$ cat config.mk
export PLATFORM = sky130hd
export DESIGN_NAME = lcd_row_writer
export DESIGN_NICKNAME = d
export VERILOG_FILES = /design/src/rtl/lcd_pkg.sv /design/src/rtl/lcd_nibble_tx.sv /design/src/rtl/lcd_row_writer.sv
export SDC_FILE = /design/constraint.sdc
export NUM_CORES = 1
export LEC_CHECK = 0
export BUFFER_PORTS_ARGS = -buffer_cell sky130_fd_sc_hd__clkbuf_2
export CORE_ASPECT_RATIO = 0.5
export CORE_MARGIN = 2
export CORE_UTILIZATION = 40
export CTS_BUF_LIST = sky130_fd_sc_hd__clkbuf_4 sky130_fd_sc_hd__clkbuf_8 sky130_fd_sc_hd__clkbuf_16
export CTS_CLUSTER_SIZE = 16
export DETAILED_ROUTE_END_ITERATION = 12
export GPL_TIMING_DRIVEN = 1
export SYNTH_ARGS = -nofsm -noshare
export SYNTH_HDL_FRONTEND = slang
export SYNTH_SLANG_ARGS = --single-unit
$ cat constraint.sdc
create_clock -name clk -period 13.4 [get_ports clk]
set_input_delay 0.67 -clock clk [delete_from_list [all_inputs] [get_ports clk]]
set_output_delay 0.67 -clock clk [all_outputs]
set_load 0.02 [all_outputs]
$ cat src/rtl/lcd_pkg.sv
// Shared definitions for the HD44780 4-bit row writer: command bytes, wake nibbles,
// sequencer state encodings and small helpers.
package lcd_pkg;

   localparam logic [7:0] CMD_FUNC_4BIT = 8'h28;
   localparam logic [7:0] CMD_DISP_ON   = 8'h0C;
   localparam logic [7:0] CMD_ENTRY_INC = 8'h06;
   localparam logic [7:0] CMD_CLEAR     = 8'h01;
   localparam logic [7:0] CMD_DDRAM_L1  = 8'h80;
   localparam logic [7:0] CMD_DDRAM_L2  = 8'hC0;

   localparam logic [3:0] NIB_WAKE = 4'h3;
   localparam logic [3:0] NIB_4BIT = 4'h2;

   typedef enum logic [2:0] {
      S_POWERUP,
      S_INIT,
      S_CFG,
      S_L1_ADDR,
      S_L1_DATA,
      S_L2_ADDR,
      S_L2_DATA,
      S_FRAME_END
   } lcd_state_t;

   // Progress of one transfer: issue first nibble, wait for it, wait for the low nibble, post-wait.
   typedef enum logic [1:0] {
      PH_ISSUE,
      PH_HI_WAIT,
      PH_LO_WAIT,
      PH_DELAY
   } xfer_phase_t;

   typedef struct packed {
      logic       rs;
      logic       nibble_only;
      logic [7:0] data;
   } xfer_t;

   function automatic int max_int(input int a, input int b);
      return (a > b) ? a : b;
   endfunction

   // Character i of a row; the leftmost character sits in the top byte.
   function automatic logic [7:0] char_at(input logic [127:0] row, input logic [3:0] idx);
      return row[127 - 8 * int'(idx) -: 8];
   endfunction

endpackage

$ cat src/rtl/lcd_nibble_tx.sv
// One 4-bit LCD write: RS/D set up, E pulse, RS/D hold, then a one-cycle done pulse.
// start is only accepted while idle; RS/D keep their value until the next start.
module lcd_nibble_tx
   import lcd_pkg::*;
#(
   parameter int T_SETUP = 5,
   parameter int T_EPW   = 30,
   parameter int T_HOLD  = 5
) (
   input  logic       clk,
   input  logic       reset_n,
   input  logic       start,
   input  logic       rs,
   input  logic [3:0] nibble,
   output logic       lcd_e,
   output logic       lcd_rs,
   output logic [3:0] lcd_d,
   output logic       done
);

   localparam int CW = $clog2(max_int(max_int(T_SETUP, T_EPW), T_HOLD) + 1);

   typedef enum logic [1:0] {
      TX_IDLE,
      TX_SETUP,
      TX_PULSE,
      TX_HOLD
   } tx_state_t;

   tx_state_t     state, state_nxt;
   logic [CW-1:0] cnt, cnt_nxt;
   logic          e_nxt, rs_nxt, done_nxt;
   logic [3:0]    d_nxt;

   // NOTE: state registers use non-blocking assignments so every flop samples pre-edge values.
   always_ff @(posedge clk) begin
      if (!reset_n) begin
         state  <= TX_IDLE;
         cnt    <= '0;
         lcd_e  <= 1'b0;
         lcd_rs <= 1'b0;
         lcd_d  <= 4'h0;
         done   <= 1'b0;
      end else begin
         state  <= state_nxt;
         cnt    <= cnt_nxt;
         lcd_e  <= e_nxt;
         lcd_rs <= rs_nxt;
         lcd_d  <= d_nxt;
         done   <= done_nxt;
      end
   end

   // NOTE: every output of this block gets a default first, so no path can infer a latch.
   always_comb begin
      state_nxt = state;
      cnt_nxt   = cnt;
      e_nxt     = lcd_e;
      rs_nxt    = lcd_rs;
      d_nxt     = lcd_d;
      done_nxt  = 1'b0;
      unique case (state)
         TX_IDLE: begin
            if (start) begin
               rs_nxt    = rs;
               d_nxt     = nibble;
               cnt_nxt   = CW'(T_SETUP - 1);
               state_nxt = TX_SETUP;
            end
         end
         TX_SETUP: begin
            if (cnt == '0) begin
               e_nxt     = 1'b1;
               cnt_nxt   = CW'(T_EPW - 1);
               state_nxt = TX_PULSE;
            end else begin
               cnt_nxt = cnt - 1'b1;
            end
         end
         TX_PULSE: begin
            if (cnt == '0) begin
               e_nxt     = 1'b0;
               cnt_nxt   = CW'(T_HOLD - 1);
               state_nxt = TX_HOLD;
            end else begin
               cnt_nxt = cnt - 1'b1;
            end
         end
         TX_HOLD: begin
            if (cnt == '0) begin
               done_nxt  = 1'b1;
               state_nxt = TX_IDLE;
            end else begin
               cnt_nxt = cnt - 1'b1;
            end
         end
         default: state_nxt = TX_IDLE;
      endcase
   end

endmodule

$ cat src/rtl/lcd_row_writer.sv
// HD44780 16x2 driver: power-on init over the 4-bit bus, then endless refresh of both
// lines from a per-frame snapshot of row_a/row_b.
module lcd_row_writer
   import lcd_pkg::*;
#(
   parameter int T_POWERUP = 2_000_000,
   parameter int T_INIT1   = 500_000,
   parameter int T_INIT2   = 15_000,
   parameter int T_EXEC    = 5_000,
   parameter int T_CLEAR   = 200_000,
   parameter int T_SETUP   = 5,
   parameter int T_EPW     = 30,
   parameter int T_HOLD    = 5
) (
   input  logic         clk,
   input  logic         reset_n,
   input  logic [127:0] row_a,
   input  logic [127:0] row_b,
   output logic         LCD_E,
   output logic         LCD_RS,
   output logic         LCD_RW,
   output logic [3:0]   LCD_D,
   output logic         ready,
   output logic         frame_done
);

   localparam int T_MAX = max_int(max_int(max_int(T_POWERUP, T_INIT1),
                                          max_int(T_INIT2, T_EXEC)), T_CLEAR);
   localparam int TW    = $clog2(T_MAX + 1);

   lcd_state_t    state, state_nxt;
   xfer_phase_t   phase, phase_nxt;
   logic [1:0]    step, step_nxt;
   logic [3:0]    char_idx, char_idx_nxt;
   logic [TW-1:0] timer, timer_nxt;
   logic          ready_nxt;
   logic [127:0]  snap_a, snap_b;

   xfer_t         cur;
   logic [TW-1:0] cur_wait;
   logic          tx_start, tx_done;
   logic [3:0]    tx_nibble;

   lcd_nibble_tx #(
      .T_SETUP (T_SETUP),
      .T_EPW   (T_EPW),
      .T_HOLD  (T_HOLD)
   ) u_tx (
      .clk     (clk),
      .reset_n (reset_n),
      .start   (tx_start),
      .rs      (cur.rs),
      .nibble  (tx_nibble),
      .lcd_e   (LCD_E),
      .lcd_rs  (LCD_RS),
      .lcd_d   (LCD_D),
      .done    (tx_done)
   );

   assign LCD_RW     = 1'b0;
   assign frame_done = (state == S_FRAME_END);

   always_ff @(posedge clk) begin
      if (!reset_n) begin
         state    <= S_POWERUP;
         phase    <= PH_ISSUE;
         step     <= 2'd0;
         char_idx <= 4'd0;
         timer    <= TW'(T_POWERUP - 1);
         ready    <= 1'b0;
      end else begin
         state    <= state_nxt;
         phase    <= phase_nxt;
         step     <= step_nxt;
         char_idx <= char_idx_nxt;
         timer    <= timer_nxt;
         ready    <= ready_nxt;
      end
   end

   // NOTE: the snapshot is pure data, always loaded before it is read, so it needs no reset.
   always_ff @(posedge clk) begin
      if (reset_n && state_nxt == S_L1_ADDR && state != S_L1_ADDR) begin
         snap_a <= row_a;
         snap_b <= row_b;
      end
   end

   // What the current state/step sends, and how long to wait after it (stored as wait-1).
   always_comb begin
      cur      = '0;
      cur_wait = TW'(T_EXEC - 1);
      unique case (state)
         S_INIT: begin
            cur.nibble_only = 1'b1;
            cur.data        = {4'h0, (step == 2'd3) ? NIB_4BIT : NIB_WAKE};
            cur_wait        = (step == 2'd0) ? TW'(T_INIT1 - 1) : TW'(T_INIT2 - 1);
         end
         S_CFG: begin
            unique case (step)
               2'd0:    cur.data = CMD_FUNC_4BIT;
               2'd1:    cur.data = CMD_DISP_ON;
               2'd2:    cur.data = CMD_ENTRY_INC;
               default: begin
                  cur.data = CMD_CLEAR;
                  cur_wait = TW'(T_CLEAR - 1);
               end
            endcase
         end
         S_L1_ADDR: cur.data = CMD_DDRAM_L1;
         S_L1_DATA: begin
            cur.rs   = 1'b1;
            cur.data = char_at(snap_a, char_idx);
         end
         S_L2_ADDR: cur.data = CMD_DDRAM_L2;
         S_L2_DATA: begin
            cur.rs   = 1'b1;
            cur.data = char_at(snap_b, char_idx);
         end
         default: ;
      endcase
   end

   always_comb begin
      state_nxt    = state;
      phase_nxt    = phase;
      step_nxt     = step;
      char_idx_nxt = char_idx;
      timer_nxt    = timer;
      ready_nxt    = ready;
      tx_start     = 1'b0;
      tx_nibble    = cur.data[3:0];

      if (state == S_POWERUP) begin
         if (timer == '0) begin
            state_nxt = S_INIT;
            phase_nxt = PH_ISSUE;
         end else begin
            timer_nxt = timer - 1'b1;
         end
      end else if (state == S_FRAME_END) begin
         state_nxt = S_L1_ADDR;
         phase_nxt = PH_ISSUE;
      end else begin
         unique case (phase)
            PH_ISSUE: begin
               tx_start = 1'b1;
               if (cur.nibble_only) begin
                  phase_nxt = PH_LO_WAIT;
               end else begin
                  tx_nibble = cur.data[7:4];
                  phase_nxt = PH_HI_WAIT;
               end
            end
            PH_HI_WAIT: begin
               // The low nibble starts in the same cycle the high nibble reports done.
               if (tx_done) begin
                  tx_start  = 1'b1;
                  phase_nxt = PH_LO_WAIT;
               end
            end
            PH_LO_WAIT: begin
               if (tx_done) begin
                  timer_nxt = cur_wait;
                  phase_nxt = PH_DELAY;
               end
            end
            PH_DELAY: begin
               if (timer != '0) begin
                  timer_nxt = timer - 1'b1;
               end else begin
                  phase_nxt = PH_ISSUE;
                  unique case (state)
                     S_INIT: begin
                        step_nxt = step + 2'd1;
                        if (step == 2'd3) state_nxt = S_CFG;
                     end
                     S_CFG: begin
                        step_nxt = step + 2'd1;
                        if (step == 2'd3) begin
                           state_nxt = S_L1_ADDR;
                           ready_nxt = 1'b1;
                        end
                     end
                     S_L1_ADDR: state_nxt = S_L1_DATA;
                     S_L1_DATA: begin
                        char_idx_nxt = char_idx + 4'd1;
                        if (char_idx == 4'd15) state_nxt = S_L2_ADDR;
                     end
                     S_L2_ADDR: state_nxt = S_L2_DATA;
                     S_L2_DATA: begin
                        char_idx_nxt = char_idx + 4'd1;
                        if (char_idx == 4'd15) state_nxt = S_FRAME_END;
                     end
                     default: state_nxt = S_POWERUP;
                  endcase
               end
            end
            default: phase_nxt = PH_ISSUE;
         endcase
      end
   end

endmodule

### Word-level counts from Yosys, hierarchy flattened

Cells that the tools add are included.

* add/sub/neg operators: 5
* equal/unequal tests: 32
* shift-type cells: 2
* muxes and demuxes: 54
* bitwise operators: 3
* reductions and logical operators: 24

Operators by type and width (count)
* $shiftx A135 B8 Y8: 2
* $mux W21: 5
* $pmux W8 S6: 1
* $pmux W21 S2: 1
* $pmux W19 S2: 1
* $mux W3: 9
* $mux W2: 11
* $logic_not A21 Y1: 1
* $reduce_bool A21 Y1: 1
* $sub A21 B1 Y21 const B: 1
* $mux W5: 4
* $pmux W5 S4: 1
* $mux W19: 1
* $mux W18: 1
* $pmux W3 S6: 1
* $pmux W6 S3: 1
* $mux W4: 4
* $pmux W2 S4: 2
* $reduce_and A5 Y1: 3
* $eq A2 B2 Y1 const B: 6
* $eq A3 B3 Y1 const B: 4
* $ne A2 B1 Y1 const B: 5
* $eq A3 B2 Y1 const B: 3
* $mux W1: 9
* 26 further kinds: 42

* bits in registers: 303
* input port bits: 258
* output and inout port bits: 9
* logic and storage cells: 134

### Longest topological paths before layout

Gate-level depths: netlist (run 1).

* depth in word-level cells: 10
* gate-level depth with buffers: 10
* gate-level depth less buffers: 8

### By module

A second synthesis (run 1) with hierarchy kept.

* cells, all modules: 842
* area total of the unflattened synthesis: 12879.9 µm²

Modules (own cells, without submodules)
* lcd_row_writer: times used 1, cells an instance 753, area an instance 12110.4 µm², seq. area each 8348.0 µm²
* lcd_nibble_tx: times used 1, cells an instance 89, area an instance 769.5 µm², seq. area each 280.3 µm²

### Worst setup path after synthesis (run 1)

OpenSTA, ideal clock, no wires.

* path type: reg2reg
* start: register timer[0]
* end: register snap_a[0], enable pin
* setup time: 0.878 ns
* data arrival time: 12.131 ns
* required time: 12.522 ns
* slack: 0.391 ns
* cell stages (with the launch flop): 8
* buffers on the path: 0
* period minus slack after synthesis: 13.009 ns
* cells stage by stage: dfxtp_1 > inv_1 > ha_1 > nor3b_1 > nand4_1 > nor3_1 > a22oi_1 > nor2_1

* word-level cells in the longest chain between the ends: 8
* elaborated cells between the ends (all ways): 10
* classes of those cells: eq/ne: 1; mux: 5; reduce/logical: 4

RTL lines
* start: declaration: RTL line lcd_row_writer.sv:35 `logic [TW-1:0] timer, timer_nxt;`
* start signal: assignment: RTL line lcd_row_writer.sv:69 `timer <= TW'(T_POWERUP - 1);`
* start signal: assignment: RTL line lcd_row_writer.sv:76 `timer <= timer_nxt;`
* $reduce_bool A21 Y1: RTL line lcd_row_writer.sv:169 `if (timer != '0) begin`
* $mux W3: RTL line lcd_row_writer.sv:169
* $mux W3: RTL line lcd_row_writer.sv:145 `unique case (phase)`
* $mux W3: RTL line lcd_row_writer.sv:141 `end else if (state == S_FRAME_END) begin`
* $mux W3 *: RTL line lcd_row_writer.sv:134 `if (state == S_POWERUP) begin`
* $eq A3 B2 Y1 *: RTL line lcd_row_writer.sv:83 `if (reset_n && state_nxt == S_L1_ADDR && state != S_L1_ADDR) begin`
* $logic_and A1 B1 Y1 * (2 in a row): RTL line lcd_row_writer.sv:83
* end signal: assignment: RTL line lcd_row_writer.sv:84 `snap_a <= row_a;`
* end: declaration: RTL line lcd_row_writer.sv:37 `logic [127:0] snap_a, snap_b;`

Every way passes the cells marked *; elsewhere a longest branch is shown, timed or not.
A chain may end at the register's enable or synchronous reset.

### Final worst setup path (run 1)

* start: register timer[0]
* end: register snap_a[107], enable pin

Same word-level chain as after synthesis.

==> reports/qor.txt, run 1 <==
Filler cells: 2,770
n_diodes: 0
Worst slew margin: 20.4%
CTS max path bufs: 3
share of the synthesized area in the top cell type: 59.1%
setup TNS: 0 ns
HP Class: in -> reg
Clock transition at path regs: 0.07 ns
first-pass GRT wire length: 50.8 mm
post-synthesis sequential area ratio: 66.3%
synth cell count leaders: 256 x edfxtp_1, 48 x nand2_1, 47 x dfxtp_1, 47 x mux4_2, 47 x o21ai_0
Residual DRC: 0
largest area contributor in the netlist: edfxtp_1
endpoints failing setup: 0
Post-Route WL: 32.9 mm
prevailing post-synth register cell: edfxtp_1
DR top layer: met4
DRT iter0 DRCs: 815
fin crit period: 4.49 ns
vias per cell: 5.38
PwrDens: 122 nW/um^2
fmax: 223 MHz
critical path required time: 13.58 ns
RSZ-0062 raised after global routing: false
worst slew pin tran: 1.19 ns
Worst Skew: 0.0189 ns
worst-path maximum fanout: 172
count leader, synth: edfxtp_1
Hold Vio Cnt, Final: 0
Final Instance Area: 15,700 um^2
Mapped Area: 13,000 um^2
Syn Inst Count: 886
number of antenna violations at the first check in global routing: 1
Pleak: 5.68 nW
Synth area leaders: edfxtp_1 59%, mux4_2 8.1%, dfxtp_1 7.2%
Tcrit/Tclk final: 33.5%
max-slew violation count: 0
Post-DP Area: 14,700 um^2
Startpoint Class: flip-flop
gr usage total: 19.3%
R2R Setup Slk: 8.91 ns
syn_nets: 1,163
total power: 1.91 mW
area of the die: 34,100 um^2
post-synth cell types: 72
die width: 259 um
Setup crit end kind: flip-flop
gr ovfl total: 0
crit path DAT: 4.66 ns
num rows: 46
top-level I/O count: 267
Port Buffer Count: 265
DR pass1 iterations: 5
CTS tree: built
Inserted Clock Buffers: 29
setup bufs post-CTS: 0
EDFF count, synth: 256
post-DR wirelength/cell: 20.6 um
Detail Route Antenna Nets: 0
layout cell share with drive strength beyond 1: 32.8%
vias in the first global route: 8,743
met2 WL: 16.8 mm
syn avg cell area: 14.7 um^2
largest net degree at the start of global routing: 173
Core ar.: 31,800 um^2
die height: 132 um
routability cong.: 0.852
clock sink count: 303
Ys Warns: 0
Max-cap violations: 0
pre-CTS setup slack: 9.05 ns
Worst Setup Path Type: reg -> reg
Resize count post-CTS: 0
Setup WS post-layout: 8.91 ns
CTS hold repair buffers: 0
asr flop ratio synth: 0%
VDD IR max: 0.103 mV
Final #Nets: 1,419
fin util: 49.2%
vias: 8,572
Post-DP HPWL: 23.2 mm
htree depth: 1
synthesized flop and latch total: 303
Area Growth Syn to Fin: 20.5%
worst skew pair latency: 0.57 ns
status: finished clean
metal3 WL: 1.70 mm
M1 WL: 13.7 mm
CTS Root Cell: clkbuf_16
Starting Density: 40.9%
==> routing by layer <==
metal	GRT usage, %	vias up
li1	-	3993
met1	25.5	4264
met2	33.5	269
met3	3.18	46
met4	4.37	0
met5	0	-
==> sequential cells by signal, summed over array words and instances (netlist names), 2 cells and up <==
name and count:
snap_a 128, snap_b 128, timer 21, u_tx.cnt 5
char_idx 4, u_tx.lcd_d 4, state 3, phase 2
step 2, u_tx.state 2
==> placed cells by master, fill, tap and decap left out, drive strengths merged, types with 3 or more instances in the layout <==
cell type  netlist  final
a211oi          15     15
a21boi           8      8
a21o             4      4
a21oi           36     36
a22oi            7      7
a31oi           11     11
and2             9      9
and3             8      8
buf             19      9
bufinv           0      3
clkbuf          30    301
clkinv           1     10
dfxtp           47     47
edfxtp         256    256
ha              19     19
inv             22     23
mux2             3      3
mux2i           41     41
mux4            47     47
nand2           48     48
nand2b           8      8
nand3           21     21
nand3b           5      5
nand4           11     11
nor2            46     46
nor2b           15     15
nor3            26     26
nor3b            4      4
nor4             6      6
o211ai          11     11
o21ai           48     48
o22ai            5      5
o311ai           3      3
or2              3      3
xnor2            4      4
==> stage by stage <==
step,std cells,hold WS (ns)
after floorplan,886,0.441
after global placement,1543,0.454
after detailed placement,1543,0.461
after CTS,1594,0.255
after global routing,1594,0.254
final,1594,0.274
==> logic make-up (layout without fill, tap and decap cells) <==
| kind of cell | after synthesis | count (layout) | share of synthesized area [%] |
|---|---|---|---|
| other | 1 | 1 | 0.0288 |
| buffers and inverters | 72 | 348 | 2.38 |
| adder cells (fa/ha/maj) | 19 | 19 | 1.83 |
| XOR/XNOR | 5 | 5 | 0.337 |
| AND/OR/NAND/NOR | 221 | 221 | 8.89 |
| multiplexers | 91 | 91 | 11.6 |
| AO/OA/AOI/OAI | 174 | 174 | 8.67 |
| flip-flops | 303 | 303 | 66.3 |
==> report_power, final <==
| part | switching [mW] | internal [mW] |
|---|---|---|
| Clock | 0.346 | 0.467 |
| Combinational | 0.0313 | 0.0382 |
| Sequential | 0.00275 | 1.02 |
| Total | 0.380 | 1.53 |
==> path summary, 6_finish.rpt <==
check / start / to / cells after the start
setup reg to reg: timer[0]$_SDFFE_PN1P_ / snap_a[107]$_DFFE_PP_ / 9
hold reg to reg: u_tx.lcd_e$_SDFFE_PN0P_ / u_tx.lcd_e$_SDFFE_PN0P_ / 2
hold / removal: row_b[85] / snap_b[85]$_DFFE_PP_ / 1
setup / recovery: timer[0]$_SDFFE_PN1P_ / snap_a[107]$_DFFE_PP_ / 9
==> worst max-delay path, stage by stage (launching register included) <==
cell and delay [ns]:
dfxtp_1 0.34, inv_1 0.08, ha_1 0.20, nor3b_1 0.40, nand4_1 0.24, nor3_1 0.62, a22oi_1 0.22, nor2_4 0.16
buf_12 0.63, buf_4 0.95
==> area by class of cell <==
class | count | area, um^2 | area share (%)
multi-input combinational | 511 | 4080 | 26.0
tap | 432 | 541 | 3.45
inverter | 23 | 86.3 | 0.551
clock inverter | 15 | 148 | 0.942
timing repair buffer | 274 | 1410 | 8.97
sequential | 303 | 8640 | 55.1
clock buffer | 36 | 778 | 4.97
No activity file was read; power rests on OpenSTA's default activity.
==> run 2: changes to the inputs <==
clock period = 4 ns   (was 13.4 ns; I/O delays follow)
==> run 2 against run 1 <==
Final cell count grew 16%. First-iteration DRC count rose by 14%. Core utilization increased by 8.4 points. Wire length increased by 14%. Final area grew 17%. Sequential cell count stayed put. Clock-buffer cell count fell by 2. Critical endpoint is now timer[6]$_SDFFE_PN1P_.
==> reports/qor.txt, run 2 (synthesis gave the netlist of run 1 again) <==
Hold Vio Cnt, Final: 0
post-placement cell count: 1,550
endpoints failing setup: 0
Core ar.: 31,800 um^2
post-DR wirelength/cell: 20.2 um
Detail Route Antenna Nets: 0
number of antenna violations at the first check in global routing: 2
setup TNS: 0 ns
commonest non-fill, non-tap cell in the layout: clkbuf_2
layout cell share with drive strength beyond 1: 28.1%
Clock transition at path regs: 0.07 ns
htree depth: 1
non-filler cells, final: 1,857
pre-CTS setup slack: 0.960 ns
Post-Route WL: 37.5 mm
clock sink count: 303
Port Buffer Count: 265
VDD IR max: 0.308 mV
fin crit period: 3.17 ns
PwrDens: 358 nW/um^2
max-slew violation count: 0
HP Class: in -> reg
status: finished clean
num rows: 46
Worst Setup Path Type: reg -> reg
CTS max path bufs: 3
most frequent cells in the layout: 265 x clkbuf_2, 256 x dlygate4sd3_1, 256 x edfxtp_1, 48 x nand2_1
gr ovfl total: 0
Worst slew margin: 16.2%
CTS Root Cell: clkbuf_16
DR pass1 iterations: 7
Regs by FF count: snap_a: 128 flops, snap_b: 128 flops, timer: 21 flops
RSZ-0062 raised after global routing: false
Starting Density: 40.9%
first-pass GRT wire length: 57.5 mm
Area Growth Syn to Fin: 41.1%
Worst Skew: 0.0183 ns
largest net degree at the start of global routing: 102
Residual DRC: 0
Post-DP HPWL: 24.0 mm
CTS tree: built
fin util: 57.7%
area of the die: 34,100 um^2
die height: 132 um
Setup crit end kind: flip-flop
vias per cell: 5.27
top-level I/O count: 267
worst slew pin tran: 1.26 ns
Tcrit/Tclk final: 79.3%
gr usage total: 22.0%
Inserted Clock Buffers: 28
DRT iter0 DRCs: 930
die width: 259 um
routability cong.: 0.864
Startpoint Class: flip-flop
Max-cap violations: 0
worst skew pair latency: 0.56 ns
Pleak: 6.81 nW
worst-path maximum fanout: 27
Filler cells: 2,444
vias: 9,782
critical path required time: 4.45 ns
Final #Nets: 1,681
crit path DAT: 3.62 ns
fmax: 315 MHz
Setup WS post-layout: 0.828 ns
vias in the first global route: 10,297
## run 2: cell count changes in the layout (fill, tap and decap cells not counted), moves of 2 or more
cell,before,now
buf_12,1,4
buf_4,8,12
clkinv_1,8,4
clkinv_2,2,7
dfxtp_1,45,41
dfxtp_2,0,4
diode_2,0,2
dlygate4sd3_1,0,256
inv_1,22,20
inv_2,0,2
## run 2: repair_timing
| action | in CTS | in global routing |
|---|---|---|
| setup buffers | 0 | 0 |
| hold buffers | 256 | 0 |
| resized for setup | 0 | 0 |
| endpoints found under the hold margin | 256 | 0 |
## run 2: path summary, 6_finish.rpt
kind	startpoint	to	slack, ns	cells after the start
setup / recovery	state[2]$_SDFF_PN0_	timer[6]$_SDFFE_PN1P_	0.83	6
hold / removal	reset_n	timer[20]$_SDFFE_PN1P_	0.21	3
setup reg to reg	state[2]$_SDFF_PN0_	timer[6]$_SDFFE_PN1P_	0.83	6
hold reg to reg	u_tx.lcd_e$_SDFFE_PN0P_	u_tx.lcd_e$_SDFFE_PN0P_	0.47	2
## run 2: power breakdown
group	internal, mW	total, mW	switching (mW)
Sequential	3.43	3.44	0.00950
Combinational	0.292	0.453	0.161
Clock	1.52	2.69	1.17
Total	5.24	6.58	1.34
## run 2: area by class of cell
type	instances	area, um^2	share of cell area, %
antenna	2	5.00	0.0273
clock buffer	34	746	4.06
clock inverter	15	158	0.859
inverter	23	86.3	0.470
multi-input combinational	511	4120	22.5
sequential	303	8640	47.1
tap	432	541	2.94
timing repair buffer	537	4060	22.1
## run 2: worst max-delay path, cell delays in order (launching register included)
cell      delay [ns]
dfxtp_1         0.91
or2_2           0.28
o21ai_0         0.08
buf_4           0.23
a21oi_1         1.00
nand2_1         0.19
o311ai_0        0.35
## run 2: layer usage
| layer | global-route usage, % | up-vias | part of all wire (%) |
|---|---|---|---|
| li1 | - | 4504 | - |
| met3 | 4.05 | 98 | 5.7 |
| met2 | 39.1 | 352 | 52 |
| met4 | 7.13 | 0 | 3.3 |
| met1 | 27.0 | 4828 | 39 |
| met5 | 0 | - | 0 |
## run 2: through the flow
stage / area, um^2 / hold slack (ns) / total power, mW
4_1_cts: 18400 / 0.185 / 6.61
3_5_place_dp: 14900 / 0.379 / 3.75
2_1_floorplan: 13100 / 0.299 / 3.58
3_3_place_gp: 14900 / 0.377 / 3.74
6_report: 18400 / 0.208 / 6.58
5_1_grt: 18400 / 0.221 / 6.79
==> run 3: changes to the inputs <==
ABC_AREA = 1   (was default)
clock period = 3.2 ns   (was 4 ns; I/O delays follow)
==> run 3 against run 2 <==
Sequential power increased by 26%. Critical path depth rose by 8. Sequential cell count unchanged. Hold slack better by 0.097 ns. Final area rose by 1.8%. Critical path type unchanged. Largest power group unchanged. Highest routed layer unchanged.
==> reports/qor.txt, run 3 <==
non-filler cells, final: 2,263
post-synthesis sequential area ratio: 65.2%
Final #Nets: 2,070
Post-DP Area: 15,200 um^2
Port Buffer Count: 265
DR pass1 iterations: 5
total power: 8.53 mW
vias per cell: 5.15
routability cong.: 0.946
asr flop ratio synth: 0%
Max-cap violations: 0
prevailing post-synth register cell: edfxtp_1
HP Class: in -> reg
crit path DAT: 3.02 ns
Area Growth Syn to Fin: 41.1%
status: finished clean
Residual DRC: 0
setup bufs post-CTS: 0
Resize count post-CTS: 0
fin crit period: 2.82 ns
EDFF count, synth: 256
Switching Power: 1.87 mW
worst skew pair latency: 0.56 ns
Starting Density: 40.4%
VDD IR max: 0.400 mV
RSZ-0062 raised after global routing: false
Inserted Clock Buffers: 28
first-pass GRT wire length: 63.4 mm
Post-Route WL: 41.1 mm
Core ar.: 32,800 um^2
Comb power frac: 9.1%
vias in the first global route: 11,912
Tcrit/Tclk final: 88.1%
CTS hold repair buffers: 257
Regs by FF count: snap_a: 128 flops, snap_b: 128 flops, timer: 21 flops
Clock transition at path regs: 0.07 ns
CTS max path bufs: 3
Syn Inst Count: 1,282
Worst Setup Path Type: reg -> reg
Clock Power Share: 40.1%
largest net degree at the start of global routing: 105
Worst slew margin: 47.9%
DRT iter0 DRCs: 991
htree depth: 1
PwrDens: 457 nW/um^2
clock sink count: 303
Filler cells: 2,745
top-level I/O count: 267
Worst Skew: 0.00955 ns
Post-DP HPWL: 25.9 mm
worst-path maximum fanout: 104
Setup crit end kind: flip-flop
gr ovfl total: 0
vias: 11,663
Internal Power: 6.66 mW
Hold Vio Cnt, Final: 0
syn avg cell area: 10.3 um^2
Pleak: 7.58 nW
number of antenna violations at the first check in global routing: 8
worst slew pin tran: 0.782 ns
post-placement cell count: 1,947
area of the die: 34,700 um^2
max-slew violation count: 0
largest area contributor in the netlist: edfxtp_1
Startpoint Class: flip-flop
fmax: 355 MHz
syn_nets: 1,559
Final Instance Area: 18,700 um^2
Ys Warns: 0
die width: 261 um
layout cell share with drive strength beyond 1: 20.2%
synth cell count leaders: 347 x nand2_1, 256 x edfxtp_1, 240 x nand3_1
sequential share of power: 50.8%
fin util: 56.9%
Mapped Area: 13,200 um^2
most frequent cells in the layout: 346 x nand2_1, 265 x clkbuf_2, 257 x dlygate4sd3_1, 256 x edfxtp_1, 240 x nand3_1
count leader, synth: nand2_1
Synth area leaders: edfxtp_1 58%, nand2_1 9.8%, nand3_1 9.1%
commonest non-fill, non-tap cell in the layout: nand2_1
post-DR wirelength/cell: 18.1 um
Sw Ratio: 22.0%
R2R Setup Slk: 0.38 ns
critical path required time: 3.40 ns
share of the synthesized area in the top cell type: 58.0%
Detail Route Antenna Nets: 0
CTS Root Cell: clkbuf_16
post-synth cell types: 38
CTS tree: built
num rows: 47
gr usage total: 23.7%
synthesized flop and latch total: 303
endpoints failing setup: 0
die height: 133 um
-- run 3: metal layers --
metal	GRT usage [%]	part of all wire (%)	vias up
li1	-	-	5504
met1	29.1	40	5589
met2	41.5	51	455
met3	3.64	5.5	115
met4	10.0	4.1	0
met5	0	0	-
-- run 3: layout make-up --
class                   count  area, um^2  share of cell area [%]
repair buffers            549        4190                    22.4
multi-input cells         834        4070                    21.8
flip-flops and latches    303        8630                    46.2
diodes                      9        22.5                   0.121
well taps                 441         552                    2.95
inverters                  77         289                    1.55
clock inverters            16         169                   0.904
clock buffers              34         758                    4.06
-- run 3: logic make-up (layout without fill, tap and decap cells) --
group	after synthesis	count (layout)	share of synthesized area, %
xor gates and xnor gates	11	11	0.728
adders and majority gates	19	19	1.80
DFF	303	303	65.2
other	1	10	0.0283
buffers and inverters	145	676	4.47
AOI/OAI and AO/OA	113	113	4.75
and+or+nand+nor	690	690	23.1
-- run 3: path summary, 6_finish.rpt --
check	start	endpoint	depth (start not counted)
setup / recovery	timer[4]$_SDFFE_PN1P_	snap_a[95]$_DFFE_PP_	14
hold / removal	row_a[99]	snap_a[99]$_DFFE_PP_	2
setup reg to reg	timer[4]$_SDFFE_PN1P_	snap_a[95]$_DFFE_PP_	14
hold reg to reg	ready$_SDFFE_PN0P_	ready$_SDFFE_PN0P_	2
-- run 3: power groups by stage --
stage	combinational, mW	clock [mW]	sequential [mW]
3_5_place_dp	0.517	0	4.42
3_3_place_gp	0.495	0	4.42
2_1_floorplan	0.252	0	4.42
5_1_grt	0.852	3.64	4.33
6_report	0.775	3.42	4.33
4_1_cts	0.773	3.48	4.33
-- run 3: worst max-delay path, cell delays in order, from the launching register on --
cell and delay, ns:
dfxtp_1 0.36, nor2_1 0.17, nand2_1 0.11, nor2_4 0.23, nand3_4 0.13, nor3_4 0.22, nand3_2 0.16, inv_2 0.11
nand2_1 0.05, nand3_1 0.06, nand2_1 0.06, inv_1 0.06, nand2_2 0.06, nor2_4 0.13, buf_12 0.43
-- run 3: metrics by stage --
step / TNS, ns / hold WS, ns / setup WS, ns
after floorplan: -657.07 / 0.259 / -2.57
after global placement: 0 / 0.337 / 0.416
after detailed placement: 0 / 0.339 / 0.410
after CTS: 0 / 0.276 / 0.403
after global routing: 0 / 0.285 / 0.148
final: 0 / 0.306 / 0.380
